===== config.mk =====
export PLATFORM = sky130hd
export DESIGN_NAME = fetch_sequencer
export DESIGN_NICKNAME = d
export VERILOG_FILES = /design/src/rtl/mips_pkg.sv /design/src/rtl/next_pc_calc.sv /design/src/rtl/fetch_sequencer.sv
export SDC_FILE = /design/constraint.sdc
export NUM_CORES = 1
export LEC_CHECK = 0
export ABC_CLOCK_PERIOD_IN_PS = 6100
export BUFFER_PORTS_ARGS = -buffer_cell sky130_fd_sc_hd__buf_2
export CELL_PAD_IN_SITES_DETAIL_PLACEMENT = 0
export CELL_PAD_IN_SITES_GLOBAL_PLACEMENT = 1
export CORE_MARGIN = 2
export CORE_UTILIZATION = 41
export DETAILED_ROUTE_END_ITERATION = 6
export PLACE_DENSITY = 0.93
export RECOVER_POWER = 100
export SYNTH_ARGS = -nofsm -noshare
export SYNTH_HDL_FRONTEND = slang
export SYNTH_SLANG_ARGS = --single-unit

===== constraint.sdc =====
create_clock -name clk -period 6.1 [get_ports clk]
set_clock_uncertainty 0.2 [all_clocks]
set_input_delay 0.61 -clock clk [delete_from_list [all_inputs] [get_ports clk]]
set_output_delay 0.61 -clock clk [all_outputs]
set_load 0.05 [all_outputs]

===== src/rtl/mips_pkg.sv =====
// Shared definitions for the MIPS fetch path: word width, commit encodings,
// fetch FSM states and the default instruction memory depth.
package mips_pkg;

  localparam int WORD_W = 32;
  localparam int unsigned IMEM_DEPTH_DEFAULT = 32'd256;

  typedef enum logic [1:0] {
    COMMIT_SEQ    = 2'd0,
    COMMIT_BRANCH = 2'd1,
    COMMIT_JUMP   = 2'd2,
    COMMIT_JR     = 2'd3
  } commit_kind_e;

  typedef enum logic [2:0] {
    ST_FETCH   = 3'd0,
    ST_CAPTURE = 3'd1,
    ST_VALID   = 3'd2,
    ST_EXEC    = 3'd3,
    ST_HALT    = 3'd4
  } fetch_state_e;

endpackage


===== src/rtl/next_pc_calc.sv =====
// Combinational next-PC selection (sequential, taken branch, jump, jump-register)
// with an instruction-memory range check on the result.
module next_pc_calc
  import mips_pkg::*;
#(
  parameter int unsigned IMEM_DEPTH = IMEM_DEPTH_DEFAULT
) (
  input  logic [WORD_W-1:0] instr_pc,
  input  logic [1:0]        commit_kind,
  input  logic [25:0]       commit_imm,
  input  logic [WORD_W-1:0] commit_reg,
  output logic [WORD_W-1:0] next_pc,
  output logic              out_of_range
);

  logic [WORD_W-1:0] seq_pc_s;

  // Select the target by commit kind; all arithmetic wraps at 2^32.
  always_comb begin
    seq_pc_s = instr_pc + 32'd1;
    next_pc  = seq_pc_s;
    case (commit_kind_e'(commit_kind))
      COMMIT_SEQ:    next_pc = seq_pc_s;
      COMMIT_BRANCH: next_pc = seq_pc_s + {{16{commit_imm[15]}}, commit_imm[15:0]};
      COMMIT_JUMP:   next_pc = {seq_pc_s[31:26], commit_imm};
      COMMIT_JR:     next_pc = commit_reg;
      default:       next_pc = seq_pc_s;
    endcase
    out_of_range = (next_pc >= WORD_W'(IMEM_DEPTH));
  end

endmodule


===== src/rtl/fetch_sequencer.sv =====
// Fetch sequencer: owns the PC, fetches from 1-cycle-latency instruction memory,
// hands instructions to decode and advances on commit. Option: FETCH_PERF_CNT_EN.
module fetch_sequencer
  import mips_pkg::*;
#(
  parameter int unsigned       IMEM_DEPTH = IMEM_DEPTH_DEFAULT,
  parameter logic [WORD_W-1:0] RESET_PC   = 32'd0
) (
  input  logic              clk,
  input  logic              rst_n,
  output logic [WORD_W-1:0] pc,
  input  logic [WORD_W-1:0] instruction,
  output logic [WORD_W-1:0] instr_out,
  output logic [WORD_W-1:0] instr_pc,
  output logic              instr_valid,
  input  logic              instr_ready,
  input  logic              commit_valid,
  input  logic [1:0]        commit_kind,
  input  logic [25:0]       commit_imm,
  input  logic [WORD_W-1:0] commit_reg,
`ifdef FETCH_PERF_CNT_EN
  output logic [WORD_W-1:0] fetch_count,
`endif
  input  logic              halt_req,
  output logic              halted,
  output logic              fetch_fault
);

  fetch_state_e      state_r, state_next_s;
  logic [WORD_W-1:0] pc_r, instr_out_r, instr_pc_r, next_pc_s;
  logic              instr_valid_r, halted_r, fault_r, halt_pend_r;
  logic              oor_s, commit_take_s;

  next_pc_calc #(.IMEM_DEPTH(IMEM_DEPTH)) u_next_pc_calc (
    .instr_pc     (instr_pc_r),
    .commit_kind  (commit_kind),
    .commit_imm   (commit_imm),
    .commit_reg   (commit_reg),
    .next_pc      (next_pc_s),
    .out_of_range (oor_s)
  );

  assign commit_take_s = (state_r == ST_EXEC) && commit_valid;

  // Next-state logic of the fetch FSM.
  always_comb begin
    state_next_s = state_r;
    case (state_r)
      ST_FETCH:   state_next_s = (halt_req || halt_pend_r) ? ST_HALT : ST_CAPTURE;
      ST_CAPTURE: state_next_s = ST_VALID;
      ST_VALID:   state_next_s = instr_ready ? ST_EXEC : ST_VALID;
      ST_EXEC: begin
        if (commit_valid) begin
          state_next_s = oor_s ? ST_HALT : ST_FETCH;
        end else begin
          state_next_s = ST_EXEC;
        end
      end
      ST_HALT:    state_next_s = ST_HALT;
      default:    state_next_s = ST_FETCH;
    endcase
  end

  // State register and datapath registers; outputs are registered copies.
  always_ff @(posedge clk or negedge rst_n) begin
    if (!rst_n) begin
      state_r       <= ST_FETCH;
      pc_r          <= RESET_PC;
      instr_out_r   <= 32'd0;
      instr_pc_r    <= 32'd0;
      instr_valid_r <= 1'b0;
      halted_r      <= 1'b0;
      fault_r       <= 1'b0;
      halt_pend_r   <= 1'b0;
    end else begin
      state_r       <= state_next_s;
      instr_valid_r <= (state_next_s == ST_VALID);
      halted_r      <= (state_next_s == ST_HALT);
      if (state_r == ST_CAPTURE) begin
        instr_out_r <= instruction;
        instr_pc_r  <= pc_r;
      end
      if (commit_take_s && !oor_s) begin
        pc_r <= next_pc_s;
      end
      if (commit_take_s && oor_s) begin
        fault_r <= 1'b1;
      end
      // A halt request coinciding with a commit is deferred to the next fetch.
      if (commit_take_s && halt_req && !oor_s) begin
        halt_pend_r <= 1'b1;
      end else if (state_r == ST_FETCH) begin
        halt_pend_r <= 1'b0;
      end
    end
  end

`ifdef FETCH_PERF_CNT_EN
  logic [WORD_W-1:0] fetch_count_r;

  // Count accepted handshakes; frozen once halted.
  always_ff @(posedge clk or negedge rst_n) begin
    if (!rst_n) begin
      fetch_count_r <= 32'd0;
    end else if (instr_valid_r && instr_ready && (state_r != ST_HALT)) begin
      fetch_count_r <= fetch_count_r + 32'd1;
    end
  end

  assign fetch_count = fetch_count_r;
`endif

  assign pc          = pc_r;
  assign instr_out   = instr_out_r;
  assign instr_pc    = instr_pc_r;
  assign instr_valid = instr_valid_r;
  assign halted      = halted_r;
  assign fetch_fault = fault_r;

endmodule


==> results of run 1 <==
==> layout by cell type, fill, tap and decap left out, types with 5 or more instances in the layout <==
cell type / count
sky130_fd_sc_hd__or4_1: 5
sky130_fd_sc_hd__nor2b_1: 5
sky130_fd_sc_hd__nor3_1: 17
sky130_fd_sc_hd__xnor2_1: 21
sky130_fd_sc_hd__and3_1: 10
sky130_fd_sc_hd__a221o_1: 5
sky130_fd_sc_hd__o31ai_1: 8
sky130_fd_sc_hd__and2_2: 6
sky130_fd_sc_hd__nor2_1: 40
sky130_fd_sc_hd__mux2i_1: 9
sky130_fd_sc_hd__a21oi_1: 33
sky130_fd_sc_hd__a31oi_1: 13
sky130_fd_sc_hd__inv_1: 19
sky130_fd_sc_hd__o21a_1: 7
sky130_fd_sc_hd__mux2_2: 64
sky130_fd_sc_hd__clkbuf_16: 9
sky130_fd_sc_hd__nand3_1: 27
sky130_fd_sc_hd__o21ai_0: 34
sky130_fd_sc_hd__a211oi_1: 7
sky130_fd_sc_hd__nand4_1: 14
sky130_fd_sc_hd__a21o_1: 16
sky130_fd_sc_hd__buf_2: 95
sky130_fd_sc_hd__nand2_1: 48
sky130_fd_sc_hd__dfrtp_1: 103
sky130_fd_sc_hd__or2_2: 6
sky130_fd_sc_hd__and2_1: 16
sky130_fd_sc_hd__or3_1: 6
sky130_fd_sc_hd__ha_1: 37
sky130_fd_sc_hd__xor2_1: 22
sky130_fd_sc_hd__mux4_2: 8
sky130_fd_sc_hd__a2bb2oi_1: 5
sky130_fd_sc_hd__and4_1: 8
sky130_fd_sc_hd__o211ai_1: 8
sky130_fd_sc_hd__nor4_1: 8
sky130_fd_sc_hd__and2_0: 10
sky130_fd_sc_hd__clkbuf_1: 101
==> logic make-up after synthesis <==
kind of cell | Yosys count
AOI/OAI and AO/OA | 181
adders and majority gates | 38
and+or+nand+nor | 243
DFF | 103
muxes | 86
buffers and inverters | 51
xor gates and xnor gates | 43
==> cell usage after synthesis, types with 16 or more instances <==
cell type,count
sky130_fd_sc_hd__dfrtp_1,103
sky130_fd_sc_hd__mux2_2,64
sky130_fd_sc_hd__nand2_1,48
sky130_fd_sc_hd__nor2_1,40
sky130_fd_sc_hd__ha_1,37
sky130_fd_sc_hd__o21ai_0,34
sky130_fd_sc_hd__a21oi_1,33
sky130_fd_sc_hd__nand3_1,27
sky130_fd_sc_hd__and2_1,26
sky130_fd_sc_hd__clkbuf_1,23
sky130_fd_sc_hd__xor2_1,22
sky130_fd_sc_hd__xnor2_1,21
sky130_fd_sc_hd__inv_1,19
sky130_fd_sc_hd__nor3_1,17
sky130_fd_sc_hd__a21o_1,16
==> registers in the layout, summed over array words and instances (netlist names) <==
| name | count |
|---|---|
| halt_pend_r | 1 |
| state_r | 3 |
| instr_valid | 1 |
| halted | 1 |
| instr_pc | 32 |
| pc | 32 |
| instr_out | 32 |
| fetch_fault | 1 |
==> final timing paths <==
kind / from / end / slack (ns) / cells past startpoint
max in group asynchronous: rst_n / pc[10] / 2.48 / 2
worst min register to register: fetch_fault / fetch_fault / 0.27 / 1
min in group asynchronous: rst_n / instr_out[31] / 0.84 / 1
worst max register to register: instr_pc[10] / pc[3] / 0.40 / 16
worst min-delay path: fetch_fault / fetch_fault / 0.27 / 1
worst max-delay path: instr_pc[10] / pc[3] / 0.40 / 16
==> per-stage QoR <==
stage | power [uW] | hold slack [ns] | utilization [%] | instances | area [sq um]
after global routing | 2480 | 0.286 | 49.9 | 1155 | 8680
after global placement | 1770 | 0.247 | 48.8 | 1139 | 8500
after floorplan | 1540 | 0.114 | - | 745 | 7350
after detailed placement | 1790 | 0.247 | 48.8 | 1139 | 8500
final | 2380 | 0.267 | 49.9 | 1155 | 8680
after CTS | 2420 | 0.0846 | 50.7 | 1155 | 8830
==> worst max-delay path: stages (launching register included) <==
cell                        delay (ns)
sky130_fd_sc_hd__dfrtp_1          0.49
sky130_fd_sc_hd__nand4_1          0.16
sky130_fd_sc_hd__or4_1            0.67
sky130_fd_sc_hd__or4_2            0.61
sky130_fd_sc_hd__nand2_1          0.12
sky130_fd_sc_hd__ha_1             0.33
sky130_fd_sc_hd__a21oi_1          0.24
sky130_fd_sc_hd__o21ai_0          0.17
sky130_fd_sc_hd__a2111oi_0        0.51
sky130_fd_sc_hd__o2bb2ai_1        0.14
sky130_fd_sc_hd__a21oi_1          0.17
sky130_fd_sc_hd__xnor2_1          0.09
sky130_fd_sc_hd__nor4_1           0.43
sky130_fd_sc_hd__o211ai_1         0.15
sky130_fd_sc_hd__or4_1            0.48
sky130_fd_sc_hd__buf_4            0.25
sky130_fd_sc_hd__mux2_1           0.35
==> power breakdown <==
part | leakage (uW) | internal [uW] | switching [uW]
clock network | 0.000163 | 378 | 255
logic | 0.00245 | 241 | 631
registers | 0.00137 | 805 | 74.0
total | 0.00398 | 1420 | 960
==> cell type report <==
| cell class | count | share of cell area (%) |
|---|---|---|
| Multi-Input combinational cell | 591 | 52.1 |
| Sequential cell | 103 | 29.7 |
| Timing Repair Buffer | 201 | 10.2 |
| Tap cell | 225 | 3.24 |
| Clock buffer | 10 | 2.75 |
| Clock inverter | 6 | 1.14 |
| Inverter | 19 | 0.821 |
==> layer usage <==
layer | vias to the layer above | wire (um) | track usage [%]
li1 | 3158 | - | -
met1 | 3316 | 9560 | 32.2
met2 | 284 | 10700 | 39.5
met3 | 37 | 1760 | 5.41
met4 | 0 | 602 | 8.39
met5 | - | 0 | 0
==> key figures, run 1 <==
Run
  • Max-cap violations: 2

Clocking
  • Number of setup buffers added after CTS: 0
  • Maximum level of the CTS H-tree: 3
  • Number of hold buffers added after CTS: 0
  • Clock root buffer: sky130_fd_sc_hd__clkbuf_16
  • Number of buffers added by the clock tree synthesis step: 9
  • CTS tree: done
  • Max Root-Sink Buffers: 2
  • CTS sink count: 103
  • Clock input transition at the sequential cells of the worst setup and hold paths: 0.07 ns
  • Worst skew pair latency: 0.34 ns
  • Post_cts resized: 0

Synth
  • Sequential share of the synthesized area: 35.1%
  • Dominant cell type by area after synthesis: sky130_fd_sc_hd__dfrtp_1
  • Fraction of the mapped netlist area in adder cells: 6.57%
  • Leading cell types by total area after synthesis: sky130_fd_sc_hd__dfrtp_1, sky130_fd_sc_hd__mux2_2, sky130_fd_sc_hd__ha_1
  • Yosys reg bits: 103
  • Area of the mapped netlist: 7350 sq um
  • Fraction of the mapped netlist area in compound gates: between 10% and 20%
  • Mux contribution to synthesized area: 14.5%
  • Fraction of synthesis flops using an asynchronous set or reset pin: 100%
  • Mapped Avg Cell Area: 9.86 sq um
  • Post-Synthesis Cells: 745
  • Number of distinct standard cells referenced by the synthesized netlist: 80
  • Share of the synthesized area in the top cell type: between 30% and 40%
  • Yosys warning total: 0
  • Top flip-flop cell by instance count after synthesis: sky130_fd_sc_hd__dfrtp_1
  • Xor and xnor fraction of the mapped netlist area: under 10%
  • Synthesized-area fraction occupied by and/or/nand/nor cells: between 10% and 20%
  • Combinational family with the most area after synthesis: simple AND/OR/NAND/NOR gates
  • Post-synth net total: 880
  • Number of flops mapped to enable cells by yosys: 0

STA
  • RSZ-0062 raised after global routing: false
  • Final Max Tran Viols: 118
  • Min setup slack post-route: 0.404 ns
  • Total negative setup slack: 0 ns
  • Total count of hold-check failures in the final report: 0
  • Final setup violation count: 0
  • Final worst-path cycle share: 93.4%
  • Min Clock Period, post-route: 5.70 ns
  • Maximum clock frequency: between 150 and 200 MHz
  • Worst-margin pin slew: 3.43 ns
  • Worst-case headroom to the max-slew limit: -128%

Die
  • Die width: 138 um
  • Core area: 17400 sq um
  • Number of core rows: 48
  • Die footprint: 19000 sq um
  • Initial core utilization: between 40 and 50%
  • Vertical extent of the die: 138 um
  • Top-Level Pins: 196

Power
  • Pwr Density: 274 nW/um^2
  • Leakage component of the power: 0.00398 uW
  • Peak VDD IR: approximately 0.00041 V

Status
  • Status: complete, but fails checks
  • Failing checks: max-capacitance violations, max-slew violations

Global route
  • Maximum number of pins on one net before global-route repair: 70
  • GR Overflow Total: 0
  • Overall fraction of global-route tracks in use: ~24%
  • Global-route wire length before repair: 36000 um
  • Number of global-route vias before repair: 6750
  • Antenna violations before repair: 0

Routing
  • Number of remaining DRC errors: 0
  • Wire length per cell after detailed routing: 19.5 um
  • Post-route ant nets: 0
  • First-pass iteration count of the detailed router: 5
  • Total Routed Length: 22600 um
  • Total vias in the final route: just under 7000
  • Starting DRC count in detailed routing: around 460
  • Vias per cell: 5.88

Layout
  • Share of cells above drive strength 1: 23.8%
  • Area of combinational cells with multiple inputs: 4530 sq um
  • Net count reported at finish: 1060
  • Total inserted antenna cells: 0
  • Register area: about 2600 sq um
  • Number of fill cells: between 1500 and 2000
  • Area grow syn2layout: 18.2%

Critical path
  • Kind of launch point of the worst setup path: flip-flop
  • Required time at the endpoint of the critical path: 6.13 ns
  • Capturing element type of the critical path: flip-flop
  • Biggest fanout along the worst timing path: 33
  • Critical path class: reg2reg
  • Arrival @ worst endpoint: roughly 5.7 ns

Placement
  • Port Buffers: 195
  • Worst Setup Slack post-DPL: 0.623 ns
  • Dpl hpwl: 17800 um
  • Final weighted congestion of routability-driven global placement: 0.951

Worst hold path
  • Worst min-delay path class: reg2reg
(Power assumes the default switching activity.)
==> inputs of run 2 (changes only) <==
- ABC_CLOCK_PERIOD_IN_PS: 6100 -> unset
- MAX_ROUTING_LAYER: unset -> met4
==> key figures, run 2 (same netlist as run 1, synthesis figures left out) <==
Layout
  • Post-layout instance area: 8630 sq um (-0.68%)
  • Total inserted antenna cells: 0 (unchanged)
  • Share of cells above drive strength 1: 23.5% (-0.30 points)
  • Net count reported at finish: 1059 (-0.094%)
  • Commonest non-fill, non-tap cell in the layout: sky130_fd_sc_hd__dfrtp_1
  • Most frequent cells in the layout: sky130_fd_sc_hd__dfrtp_1, sky130_fd_sc_hd__clkbuf_1, sky130_fd_sc_hd__buf_2
  • Count of non-filler cells in the finished layout: 1154 (-0.087%)
  • Area grow syn2layout: 17.4%
  • Number of fill cells: 1671 (+0.12%)

STA
  • Maximum clock frequency: 177 MHz (+0.79%)
  • Min Clock Period, post-route: 5.65 ns (-0.0444 ns)
  • Total negative setup slack: 0 ns (unchanged)
  • Total count of hold-check failures in the final report: 0 (unchanged)
  • Final worst-path cycle share: 92.6% (-0.73 points)
  • Final Max Tran Viols: 113 (-4.2%)
  • Worst-case headroom to the max-slew limit: -127% (+1.0 points)
  • Final setup violation count: 0 (unchanged)
  • RSZ-0062 raised after global routing: false
  • Final worst hold slack: 0.278 ns (+0.0114 ns)
  • Worst-margin pin slew: 3.41 ns (-0.0150 ns)

Power
  • Leakage component of the power: 0.00395 uW (-0.91%)
  • Pwr Density: 266 nW/um^2 (-2.9%)
  • Overall power consumption: 2300 uW (-3.6%)
  • Peak VDD IR: 0.000460 V (+11%)

Run
  • Max-cap violations: 2 (unchanged)

Critical path
  • Cell family with the largest share of critical-path delay: simple AND/OR/NAND/NOR gates
  • R2R depth: 16 (unchanged)
  • Critical Path Max Stage Delay: 0.59 ns (-0.08 ns)
  • Startpoint of the most critical setup path: instr_pc[17]
  • Minimum setup slack among reg-to-reg paths: 0.45 ns (+0.04 ns)
  • Required time at the endpoint of the critical path: 6.13 ns (about the same)
  • Critical Path, Cell by Cell: nand3_1 -> or4_4 -> or4_2 -> nand2_1 -> ha_1 -> a21oi_1 -> o21ai_0 -> a2111oi_0 -> o2bb2ai_1 -> a21oi_1 -> xnor2_1 -> nor4_1 -> o211ai_1 -> or4_1 -> buf_4 -> mux2_1
  • Capturing point of the worst reg2reg path: pc[4]
  • Reg2Reg Launch Point: instr_pc[17]
  • Kind of launch point of the worst setup path: flip-flop
  • Most Frequent Cell on Critical Path: sky130_fd_sc_hd__a21oi_1
  • Arrival @ worst endpoint: 5.68 ns (-0.04 ns)
  • Capturing element type of the critical path: flip-flop
  • Critical path class: reg2reg
  • Biggest fanout along the worst timing path: 33 (unchanged)
  • Crit-path slowest cell: sky130_fd_sc_hd__or4_2
  • Number of buffers and inverters on the critical path: 1 (unchanged)

Status
  • Failing checks: max-capacitance violations, max-slew violations
  • Status: complete, but fails checks

Worst hold path
  • Hold Crit Endpoint: fetch_fault
  • Cell depth of the worst hold path: 1 (unchanged)
  • Worst min-delay path class: reg2reg
  • Hold Startpoint: fetch_fault

Routing
  • Starting DRC count in detailed routing: 675 (+45%)
  • Total Routed Length: 22800 um (+0.81%)
  • Number of remaining DRC errors: 0 (unchanged)
  • Post-route ant nets: 0 (unchanged)
  • Vias per cell: 5.91 (+0.44%)
  • Wire length per cell after detailed routing: 19.7 um (+0.90%)
  • Total vias in the final route: 6819 (+0.35%)
  • First-pass iteration count of the detailed router: 5 (unchanged)

Die
  • Initial core utilization: 42.2% (unchanged)
  • Vertical extent of the die: 138 um (unchanged)
  • Die width: 138 um (unchanged)
  • Core area: 17400 sq um (unchanged)
  • Top-Level Pins: 196 (unchanged)
  • Number of core rows: 48 (unchanged)
  • Die footprint: 19000 sq um (unchanged)

Placement
  • Final weighted congestion of routability-driven global placement: 0.993 (+4.4%)
  • Placed standard-cell area: 8490 sq um (about the same)
  • Placed cells: 1138 (-0.088%)
  • Port Buffers: 195 (unchanged)
  • Dpl hpwl: 17700 um (-0.70%)

Global route
  • Maximum number of pins on one net before global-route repair: 70 (unchanged)
  • GR Overflow Total: 0 (unchanged)
  • Number of global-route vias before repair: 6830 (+1.2%)
  • Overall fraction of global-route tracks in use: 25.0% (+0.62 points)
  • Global-route wire length before repair: 35700 um (-0.63%)
  • Antenna violations before repair: 0 (unchanged)

Clocking
  • CTS tree: done
  • Number of buffers added by the clock tree synthesis step: 9 (unchanged)
  • Number of hold buffers added after CTS: 0 (unchanged)
  • Clock root buffer: sky130_fd_sc_hd__clkbuf_16
  • Max Root-Sink Buffers: 2 (unchanged)
  • Maximum level of the CTS H-tree: 3 (unchanged)
  • CTS sink count: 103 (unchanged)
  • Worst skew pair latency: 0.34 ns (about the same)
  • Number of setup buffers added after CTS: 0 (unchanged)
  • Post_cts resized: 0 (unchanged)
  • Clock input transition at the sequential cells of the worst setup and hold paths: 0.07 ns (about the same)
## run 2: changes by cell type in the layout (fill, tap and decap cells not counted), sizes merged
cell      previous run  this run
inv                 22        21
buf                 99        98
clkbuf             112       111
clkinvlp             1         2
clkinv               0         3
bufinv               2         0
## run 2: layout make-up
type / instances / area [sq um] / area share [%]
clock buffers: 9 / 225 / 2.61
well taps: 225 / 282 / 3.26
flip-flops and latches: 103 / 2580 / 29.9
multi-input cells: 591 / 4520 / 52.4
clock inverters: 7 / 68.8 / 0.798
repair buffers: 200 / 882 / 10.2
inverters: 19 / 71.3 / 0.827
## run 2: layer usage
layer,vias to the layer above,share of wire [%],global-route usage (%)
li1,3168,-,-
met1,3287,42,31.8
met2,311,48,39.5
met3,53,7.9,5.01
met4,0,2.8,9.64
met5,-,0,-
## run 2: per-stage QoR
stage | setup slack, ns | utilization (%)
finish | 0.449 | 49.5
global route | 0.153 | 49.5
CTS | 0.555 | 50.4
detailed placement | 0.596 | 48.7
global placement | 0.802 | 48.7
floorplan | 0.875 | -
## run 2: worst max path at each step
stage               cells after the start  endpoint  slack (ns)
floorplan                              17     pc[1]        0.87
global placement                       16     pc[3]        0.80
detailed placement                     16     pc[4]        0.60
CTS                                    16     pc[5]        0.56
global route                           16     pc[4]        0.15
finish                                 16     pc[4]        0.45
## run 2: power breakdown
part           switching (uW)  internal, uW
sequential               71.9           805
combinational             635           241
clock                     260           286
total                     967          1330
